===== config.mk =====
export PLATFORM = sky130hd
export DESIGN_NAME = latch_bank_seq
export DESIGN_NICKNAME = d
export VERILOG_FILES = /design/src/rtl/latch_bank_seq_pkg.sv /design/src/rtl/latch_bank_shadow.sv /design/src/rtl/latch_bank_seq.sv
export SDC_FILE = /design/constraint.sdc
export NUM_CORES = 1
export LEC_CHECK = 0
export ABC_AREA = 1
export ABC_CLOCK_PERIOD_IN_PS = 1600
export CORE_ASPECT_RATIO = 1.4
export CORE_UTILIZATION = 42
export DETAILED_ROUTE_END_ITERATION = 7
export MAX_ROUTING_LAYER = met4
export PLACE_DENSITY = 0.74
export RECOVER_POWER = 25
export SYNTH_ARGS = -nofsm -noshare
export SYNTH_HDL_FRONTEND = slang
export SYNTH_SLANG_ARGS = --single-unit

===== constraint.sdc =====
create_clock -name clk -period 1.6 [get_ports clk]
set_input_delay 0.4 -clock clk [delete_from_list [all_inputs] [get_ports clk]]
set_output_delay 0.4 -clock clk [all_outputs]
set_load 0.05 [all_outputs]

===== src/rtl/latch_bank_seq_pkg.sv =====
// Shared types for the latch bank sequencer: request opcodes, FSM state encoding
// and the phase counter width helper.
package latch_bank_seq_pkg;

    typedef enum logic [1:0] {
        OP_WRITE   = 2'b00,
        OP_CLR_ROW = 2'b01,
        OP_SET_ROW = 2'b10,
        OP_CLR_ALL = 2'b11
    } op_e;

    typedef logic [2:0] state_t;

    localparam state_t ST_IDLE    = 3'd0;
    localparam state_t ST_SETUP   = 3'd1;
    localparam state_t ST_GATE    = 3'd2;
    localparam state_t ST_HOLD    = 3'd3;
    localparam state_t ST_RSPULSE = 3'd4;
    localparam state_t ST_FIN     = 3'd5;

    // Wide enough to hold the longest phase length; never narrower than one bit.
    function automatic int phase_cnt_w(input int s, input int g, input int h);
        int m;
        m = s;
        if (g > m) m = g;
        if (h > m) m = h;
        return (m < 1) ? 1 : $clog2(m + 1);
    endfunction

endpackage


===== src/rtl/latch_bank_shadow.sv =====
// Shadow copy of the latch bank contents, updated when an operation finishes,
// with a combinational readback mux (out-of-range rows read as zero).
module latch_bank_shadow
    import latch_bank_seq_pkg::*;
#(
    parameter int WIDTH = 32,
    parameter int ROWS  = 8
) (
    input  logic                    clk,
    input  logic                    rst_n,
    input  logic                    upd_en,
    input  op_e                     upd_op,
    input  logic [$clog2(ROWS)-1:0] upd_row,
    input  logic [WIDTH-1:0]        upd_data,
    input  logic [$clog2(ROWS)-1:0] rd_row,
    output logic [WIDTH-1:0]        rd_data
);

    localparam int ROW_W = $clog2(ROWS);

    logic [WIDTH-1:0] mem_q [ROWS];

    always_ff @(posedge clk or negedge rst_n) begin
        if (!rst_n) begin
            for (int i = 0; i < ROWS; i++) mem_q[i] <= '0;
        end else begin
            for (int i = 0; i < ROWS; i++) begin
                if (upd_en && (upd_op == OP_CLR_ALL || upd_row == ROW_W'(i))) begin
                    case (upd_op)
                        OP_WRITE:   mem_q[i] <= upd_data;
                        OP_SET_ROW: mem_q[i] <= '1;
                        default:    mem_q[i] <= '0;
                    endcase
                end
            end
        end
    end

    always_comb begin
        rd_data = '0;
        for (int i = 0; i < ROWS; i++) begin
            if (rd_row == ROW_W'(i)) rd_data = mem_q[i];
        end
    end

endmodule


===== src/rtl/latch_bank_seq.sv =====
// Sequencer driving a shared bank of level latches with setup/gate/hold spacing.
// Optional shadow readback store enabled by LATCH_BANK_SEQ_SHADOW_EN.
//
// state   | meaning
// IDLE    | ready for a request
// SETUP   | data on bus, gate low
// GATE    | data on bus, one row gate high
// HOLD    | data held after gate falls
// RSPULSE | row set/reset (or all resets) high
// FIN     | DONE/ERR pulse, one dead cycle before IDLE
module latch_bank_seq
    import latch_bank_seq_pkg::*;
#(
    parameter int WIDTH     = 32,
    parameter int ROWS      = 8,
    parameter int SETUP_CYC = 1,
    parameter int GATE_CYC  = 2,
    parameter int HOLD_CYC  = 1
) (
    input  logic                    clk,
    input  logic                    rst_n,
    input  logic                    req_valid,
    output logic                    req_ready,
    input  logic [1:0]              req_op,
    input  logic [$clog2(ROWS)-1:0] req_row,
    input  logic [WIDTH-1:0]        req_data,
    output logic                    done,
    output logic                    err,
    output logic                    busy,
    output logic [WIDTH-1:0]        lat_d,
    output logic [ROWS-1:0]         lat_g,
    output logic [ROWS-1:0]         lat_s,
    output logic [ROWS-1:0]         lat_r,
    input  logic [$clog2(ROWS)-1:0] rd_row,
    output logic [WIDTH-1:0]        rd_data
);

    localparam int ROW_W = $clog2(ROWS);
    localparam int CNT_W = phase_cnt_w(SETUP_CYC, GATE_CYC, HOLD_CYC);

    localparam logic [CNT_W-1:0] SETUP_LD = CNT_W'((SETUP_CYC > 0) ? SETUP_CYC - 1 : 0);
    localparam logic [CNT_W-1:0] GATE_LD  = CNT_W'((GATE_CYC > 0) ? GATE_CYC - 1 : 0);
    localparam logic [CNT_W-1:0] HOLD_LD  = CNT_W'((HOLD_CYC > 0) ? HOLD_CYC - 1 : 0);

    state_t             state_q, state_d;
    logic [CNT_W-1:0]   cnt_q, cnt_ld;
    op_e                op_q;
    logic [ROW_W-1:0]   row_q;
    logic [WIDTH-1:0]   data_q;
    logic               err_q;

    logic               accept, tc, row_bad_in;
    op_e                eff_op;
    logic [ROW_W-1:0]   eff_row;
    logic [WIDTH-1:0]   eff_data;
    logic               eff_err;
    logic [ROWS-1:0]    row_hot;

    assign req_ready  = (state_q == ST_IDLE);
    assign accept     = req_valid && req_ready;
    assign tc         = (cnt_q == '0);
    assign row_bad_in = (op_e'(req_op) != OP_CLR_ALL) && ({1'b0, req_row} >= (ROW_W + 1)'(ROWS));

    // In IDLE the next state is decided from the live request, afterwards from the captured copy.
    assign eff_op   = (state_q == ST_IDLE) ? op_e'(req_op) : op_q;
    assign eff_row  = (state_q == ST_IDLE) ? req_row       : row_q;
    assign eff_data = (state_q == ST_IDLE) ? req_data      : data_q;
    assign eff_err  = (state_q == ST_IDLE) ? row_bad_in    : err_q;
    assign row_hot  = ROWS'(1) << eff_row;

    always_comb begin
        state_d = state_q;
        case (state_q)
            ST_IDLE: begin
                if (accept) begin
                    if (row_bad_in)
                        state_d = ST_FIN;
                    else if (op_e'(req_op) == OP_WRITE)
                        state_d = (SETUP_CYC > 0) ? ST_SETUP : ST_GATE;
                    else
                        state_d = ST_RSPULSE;
                end
            end
            ST_SETUP:   if (tc) state_d = ST_GATE;
            ST_GATE:    if (tc) state_d = (HOLD_CYC > 0) ? ST_HOLD : ST_FIN;
            ST_HOLD:    if (tc) state_d = ST_FIN;
            ST_RSPULSE: if (tc) state_d = ST_FIN;
            ST_FIN:     state_d = ST_IDLE;
            default:    state_d = ST_IDLE;
        endcase
    end

    always_comb begin
        cnt_ld = '0;
        case (state_d)
            ST_SETUP:   cnt_ld = SETUP_LD;
            ST_GATE:    cnt_ld = GATE_LD;
            ST_HOLD:    cnt_ld = HOLD_LD;
            ST_RSPULSE: cnt_ld = GATE_LD;
            default:    cnt_ld = '0;
        endcase
    end

    always_ff @(posedge clk or negedge rst_n) begin
        if (!rst_n) begin
            state_q <= ST_IDLE;
            cnt_q   <= '0;
        end else begin
            state_q <= state_d;
            if (state_d != state_q)
                cnt_q <= cnt_ld;
            else if (!tc)
                cnt_q <= cnt_q - CNT_W'(1);
        end
    end

    always_ff @(posedge clk or negedge rst_n) begin
        if (!rst_n) begin
            op_q   <= OP_WRITE;
            row_q  <= '0;
            data_q <= '0;
            err_q  <= 1'b0;
        end else if (accept) begin
            op_q   <= op_e'(req_op);
            row_q  <= req_row;
            data_q <= req_data;
            err_q  <= row_bad_in;
        end
    end

    // Outputs are decoded from the next state and registered, so the latch
    // controls come straight off flops and switch only on clock edges.
    always_ff @(posedge clk or negedge rst_n) begin
        if (!rst_n) begin
            lat_d <= '0;
            lat_g <= '0;
            lat_s <= '0;
            lat_r <= '0;
            done  <= 1'b0;
            err   <= 1'b0;
            busy  <= 1'b0;
        end else begin
            lat_d <= (state_d inside {ST_SETUP, ST_GATE, ST_HOLD}) ? eff_data : '0;
            lat_g <= (state_d == ST_GATE) ? row_hot : '0;
            lat_s <= (state_d == ST_RSPULSE && eff_op == OP_SET_ROW) ? row_hot : '0;
            if (state_d == ST_RSPULSE && eff_op == OP_CLR_ALL)
                lat_r <= '1;
            else if (state_d == ST_RSPULSE && eff_op == OP_CLR_ROW)
                lat_r <= row_hot;
            else
                lat_r <= '0;
            done  <= (state_d == ST_FIN);
            err   <= (state_d == ST_FIN) && eff_err;
            busy  <= (state_d != ST_IDLE);
        end
    end

`ifdef LATCH_BANK_SEQ_SHADOW_EN
    logic shadow_upd;
    assign shadow_upd = (state_q == ST_FIN) && !err_q;

    latch_bank_shadow #(
        .WIDTH (WIDTH),
        .ROWS  (ROWS)
    ) u_shadow (
        .clk      (clk),
        .rst_n    (rst_n),
        .upd_en   (shadow_upd),
        .upd_op   (op_q),
        .upd_row  (row_q),
        .upd_data (data_q),
        .rd_row   (rd_row),
        .rd_data  (rd_data)
    );
`else
    logic unused_rd_row;
    assign unused_rd_row = ^rd_row;
    assign rd_data       = '0;
`endif

endmodule


# ---- Yosys cells after proc, flatten, opt, wreduce, memory -nomap -nowiden
# Index checks and enable logic that the tools add are counted.
dict set report op_classes {
  add_sub_neg 1
  n_lt_le_gt_ge 0
  div_mod_pow 0
  shifts 1
  n_mul 0
  n_mux 17
  eq_ne 14
  reduce_logical 11
  bitwise 0
}
# operator count
set op_table {}
lappend op_table {{2-to-1 mux 32 bit} 2}
lappend op_table {{2-to-1 mux 8 bit} 4}
lappend op_table {{2-to-1 mux 3 bit} 6}
lappend op_table {{equality test 3 x 2 -> 1 bit, second input constant} 4}
lappend op_table {{one-hot mux 3 bit (4 select lines)} 1}
lappend op_table {{equality test 3 bit, second input constant} 3}
lappend op_table {{<< shifter 1 x 3 -> 8 bit, first input constant} 1}
lappend op_table {{equality test 3 x 1 -> 1 bit, second input constant} 2}
lappend op_table {{2-to-1 mux 2 bit} 3}
lappend op_table {{nonzero test 3 bit} 2}
lappend op_table {{equality test 2 bit, second input constant} 2}
lappend op_table {{logical AND 1 bit} 4}
lappend op_table {{zero test 2 bit} 2}
lappend op_table {{OR reduction 2 bit} 2}
lappend op_table {{zero test 3 bit} 1}
lappend op_table {{!= test 3 bit} 1}
lappend op_table {{equality test 2 x 1 -> 1 bit, second input constant} 1}
lappend op_table {{!= test 2 x 1 -> 1 bit, second input constant} 1}
lappend op_table {{subtractor 2 x 1 -> 2 bit, second input constant} 1}
lappend op_table {{2-to-1 mux 1 bit} 1}
dict set report word_totals {
  rom_bits 0
  mem_count 0
  ff_bits 100
  ram_bits 0
  latchBits 0
}

# ---- Depth between registers and ports, before layout
dict set report logic_depth {
  ltp_word 8
  depth_mapped 11
}

# ---- Worst setup path after synthesis
# Ideal clock, no wire load.
dict set report synth_path {
  path_type {register -> output}
  start {register state_q[0]}
  end {output req_ready}
  t_required_ns 1.200
  t_arrival_ns 1.165
  path_stages_with_launch 6
  slack_ns 0.035
  cell_sequence {dfrtp_1 buf_6 nor2_4 nand2_4 inv_2 buf_2}
}
dict set report synth_between {
  elab_chain_len 1
}
# element line_no
set synth_rtl {}
lappend synth_rtl {{start: declaration} latch_bank_seq.sv:45} ;# state_t state_q, state_d;
lappend synth_rtl {{start signal: assignment} latch_bank_seq.sv:109} ;# state_q <= state_d;
lappend synth_rtl {{zero test 3 bit} latch_bank_seq.sv:59} ;# assign req_ready = (state_q == ST_IDLE);
lappend synth_rtl {{end: declaration} latch_bank_seq.sv:23} ;# output logic req_ready,
# Every way passes these cells.

# ---- Worst setup path after layout
dict set report layout_path {
  start {input req_op[1]}
  end {register lat_d[16]}
}
dict set report layout_between {
  elab_chain_len 7
  elab_cells_between_ends 9
}
# element line_no
set layout_rtl {}
lappend layout_rtl {{start: declaration} latch_bank_seq.sv:24} ;# input logic [1:0] req_op,
lappend layout_rtl {{zero test 2 bit (*)} latch_bank_seq.sv:78} ;# else if (op_e'(req_op) == OP_WRITE)
lappend layout_rtl {{2-to-1 mux 3 bit (*)} latch_bank_seq.sv:78}
lappend layout_rtl {{2-to-1 mux 3 bit (*)} latch_bank_seq.sv:75} ;# if (accept) begin
lappend layout_rtl {{one-hot mux 3 bit (4 select lines) (*)} latch_bank_seq.sv:73} ;# case (state_q)
lappend layout_rtl {{net state_d[2]} latch_bank_seq.sv:45}
lappend layout_rtl {{equality test 3 x 1 -> 1 bit / equality test 3 x 2 -> 1 bit (equally long branches)} latch_bank_seq.sv:143} ;# lat_d <= (state_d inside {ST_SETUP, ST_GATE, ST_HOLD}) ? eff_data : '0;
lappend layout_rtl {{nonzero test 3 bit (*)} latch_bank_seq.sv:143}
lappend layout_rtl {{2-to-1 mux 32 bit (*)} latch_bank_seq.sv:143}
lappend layout_rtl {{end signal: assignment} latch_bank_seq.sv:143}
lappend layout_rtl {{end: declaration} latch_bank_seq.sv:30} ;# output logic [WIDTH-1:0] lat_d,
# The timed path passes the listed nets; every way through them passes the cells marked *.
# A chain may end at the register's enable or synchronous reset.

==> impl_metrics.env <==
export IMPL_min_period_over_period_pct=105.0
export IMPL_p_switching_w=0.006507
export IMPL_rows=43
export IMPL_cp_end_kind="flop"
export IMPL_finalCriticalPeriod_ns=1.680
export IMPL_cts_tree="built"
export IMPL_p_seq_share_pct=27.4
export IMPL_tns_ns=-1.251
export IMPL_max_freq_mhz=595.4
export IMPL_drc=0
export IMPL_clk_latency_ns=0.34
export IMPL_finClkSkew_ns=0.007434
export IMPL_relSlewSlack_pct=52.45
export IMPL_wirelength_mm=10.73
export IMPL_initial_utilization_pct=43.16
export IMPL_drt_initial_drc_count=213
export IMPL_p_sw_share_pct=44.89
export IMPL_p_int_w=0.007989
export IMPL_dp_final_hpwl_mm=6.881
export IMPL_cts_buffer_depth=2
export IMPL_wl_per_cell_um=14.50
export IMPL_ant_nets=0
export IMPL_cts_made_buffers=9
export IMPL_setup_slack_ns=-0.07955
export IMPL_power_density_nw_per_um2=2197
export IMPL_ys_top_cells_by_area="dfrtp_1 (59%), nand2_1 (17%), buf_4 (5.8%), a21oi_1 (4.8%), nor2_1 (2.7%)"
export IMPL_io_pins=135
export IMPL_required_ns=1.86
export IMPL_die_h_um=121.0
export IMPL_drtPass1Iterations=5
export IMPL_grt_pass1_vias=3465
export IMPL_combPwrFrac_pct=58.9
export IMPL_post_dp_cell_area_um2=5952
export IMPL_synth_cell_types=24
export IMPL_violations="setup timing"
export IMPL_synth_seq_cells=100
export IMPL_die_w_um=87.01
export IMPL_grt_antenna_before_repair=0
export IMPL_fp_dieArea_um2=10530
export IMPL_track_usage_pct=21.85
export IMPL_startpoint_type="input pin"
export IMPL_cp_max_fo=8
export IMPL_ys_seq_area_share_pct=58.89
export IMPL_diodes=0
export IMPL_cp_arrival_ns=1.94
export IMPL_netlist_area_um2=4249
export IMPL_root_buffer="clkbuf_16"
export IMPL_pwr_share_clk_pct=13.7
export IMPL_num_vias=3607
export IMPL_clk_pin_slew_ns=0.06
export IMPL_detail_route_vias_per_cell=4.874
export IMPL_synth_warnings=0
export IMPL_stdcell_area_um2=6596
export IMPL_final_max_slew_viol_count=0
export IMPL_yosysTopAreaCell="dfrtp_1"
export IMPL_grt_max_degree=41
export IMPL_crit_type="input pin to flop"
export IMPL_place_congestion=0.8572
export IMPL_grt_pass1_wl_mm=16.86
export IMPL_cap_violations=0
export IMPL_p_leak_nw=3.145
export IMPL_syn_avg_cell_area_um2=8.945
export IMPL_clock_sinks=100
export IMPL_setup_viol=34
export IMPL_drive_gt1_share_pct=29.92
export IMPL_hold_viol_final=0
export IMPL_whs_ns=0.4793
export IMPL_overflow=0
export IMPL_power_total_w=0.01450
export IMPL_peakVddDrop_uv=1400
export IMPL_final_nets=644
export IMPL_outcome="complete, but fails checks"
export IMPL_hold_class="flop to flop"
export IMPL_port_buffers=98
export IMPL_synth_top_area_share_pct=58.89
export IMPL_coreArea_um2=9846
export IMPL_worstMarginPinSlew_ns=0.7132
export IMPL_area_growth_pct=55.24
export IMPL_h_tree_depth=3
export IMPL_synthCells=475
export IMPL_rsz0062_at_grt="yes"
-- final cells by class --
| type | instances | area [µm²] |
|---|---|---|
| fillers | 705 | 3249 |
| well taps | 135 | 168.9 |
| inverters | 21 | 86.33 |
| flip-flops and latches | 100 | 2506 |
| clock buffers | 13 | 250.2 |
| multi-input cells | 334 | 1645 |
| clock inverters | 3 | 22.52 |
| repair buffers | 134 | 1917 |
-- state kept, by name, summed over array words and instances (netlist names) --
register,flops
lat_r,8
data_q,32
done,1
busy,1
lat_s,8
lat_g,8
row_q,3
lat_d,32
op_q,2
cnt_q,2
state_q,3
-- kinds of logic after synthesis --
logic type	synth area share, %
other	0.08825
DFF	58.89
adders and majority gates	0.2944
xor gates and xnor gates	0.2062
AOI/OAI and AO/OA	7.421
buffers and inverters	10.39
and+or+nand+nor	22.70
-- cells in the mapped netlist --
cell	count
nand2_4	1
nand3_1	3
nand4_1	4
buf_2	5
clkbuf_1	7
buf_4	33
nand2_1	197
ha_1	1
inv_2	5
a21oi_1	41
dfrtp_1	100
nor3_1	1
o21ai_0	8
conb_1	1
o21ai_1	2
nor2_4	2
buf_1	2
inv_1	16
nand3_2	3
o21ai_4	1
nor2_1	31
o21ai_2	5
xnor2_1	1
buf_6	5
-- stage by stage --
step / worst slack, ns / util, % / std cells
finish: -0.07955 / 67.00 / 740
global route: -0.1392 / 67.00 / 740
CTS: -0.07232 / 65.22 / 737
detailed placement: -0.3054 / 60.45 / 709
global placement: -0.2389 / 60.45 / 709
floorplan: 0.03548 / - / 507
-- power by group through the flow --
stage	clock network [W]	logic, W	registers, W
floorplan	0	0.00335	0.00486
global placement	0	0.00675	0.00397
detailed placement	0	0.00698	0.00401
CTS	0.00201	0.00783	0.00397
global route	0.00212	0.00916	0.00405
finish	0.00198	0.00854	0.00397
-- critical path, stage by stage --
cell	delay, ns
clkdlybuf4s50_1	0.47
nor2_2	0.17
inv_1	0.07
nand4_1	0.14
nand2_2	0.10
inv_2	0.10
o21ai_4	0.08
buf_6	0.13
clkbuf_16	0.16
a21oi_2	0.12
-- metal layers --
layer | part of all wire (%) | track usage (%) | vias up
li1 | - | - | 1661
met1 | 37 | 24.98 | 1788
met2 | 56 | 37.20 | 140
met3 | 4.9 | 3.537 | 18
met4 | 2.3 | 10.21 | 0
met5 | 0 | - | -
-- worst paths after layout --
kind,slack [ns],cells after the start,from,end
max in group asynchronous,0.20,3,rst_n,lat_s[0]
min in group asynchronous,0.64,2,rst_n,lat_d[16]
min,0.48,2,data_q[30],data_q[30]
max,-0.08,10,req_op[1],lat_d[16]
min reg2reg,0.48,2,data_q[30],data_q[30]
max reg2reg,-0.08,8,state_q[0],lat_d[16]
-- layout by cell type, fill, tap and decap left out, drive strengths merged --
cell type,count
nor2,33
inv,21
dlygate4sd3,1
ha,1
dfrtp,100
a21oi,41
clkbuf,15
xnor2,1
nand3,6
conb,33
nor3,1
nand2,198
nand4,4
clkdlybuf4s50,38
o21ai,16
clkinv,3
buf,93
-- timing repair --
| action | 4_1_cts | 5_1_grt |
|---|---|---|
| hold endpoints to repair | 24 | 0 |
| setup endpoints to repair | 58 | 60 |
| buffers inserted | 10 | 3 |
| pin swaps | 5 | 11 |
| gates resized for setup | 25 | 51 |
| hold buffers | 1 | 0 |
| gates cloned | 1 | 1 |
Power figures use the tool's default switching activity.
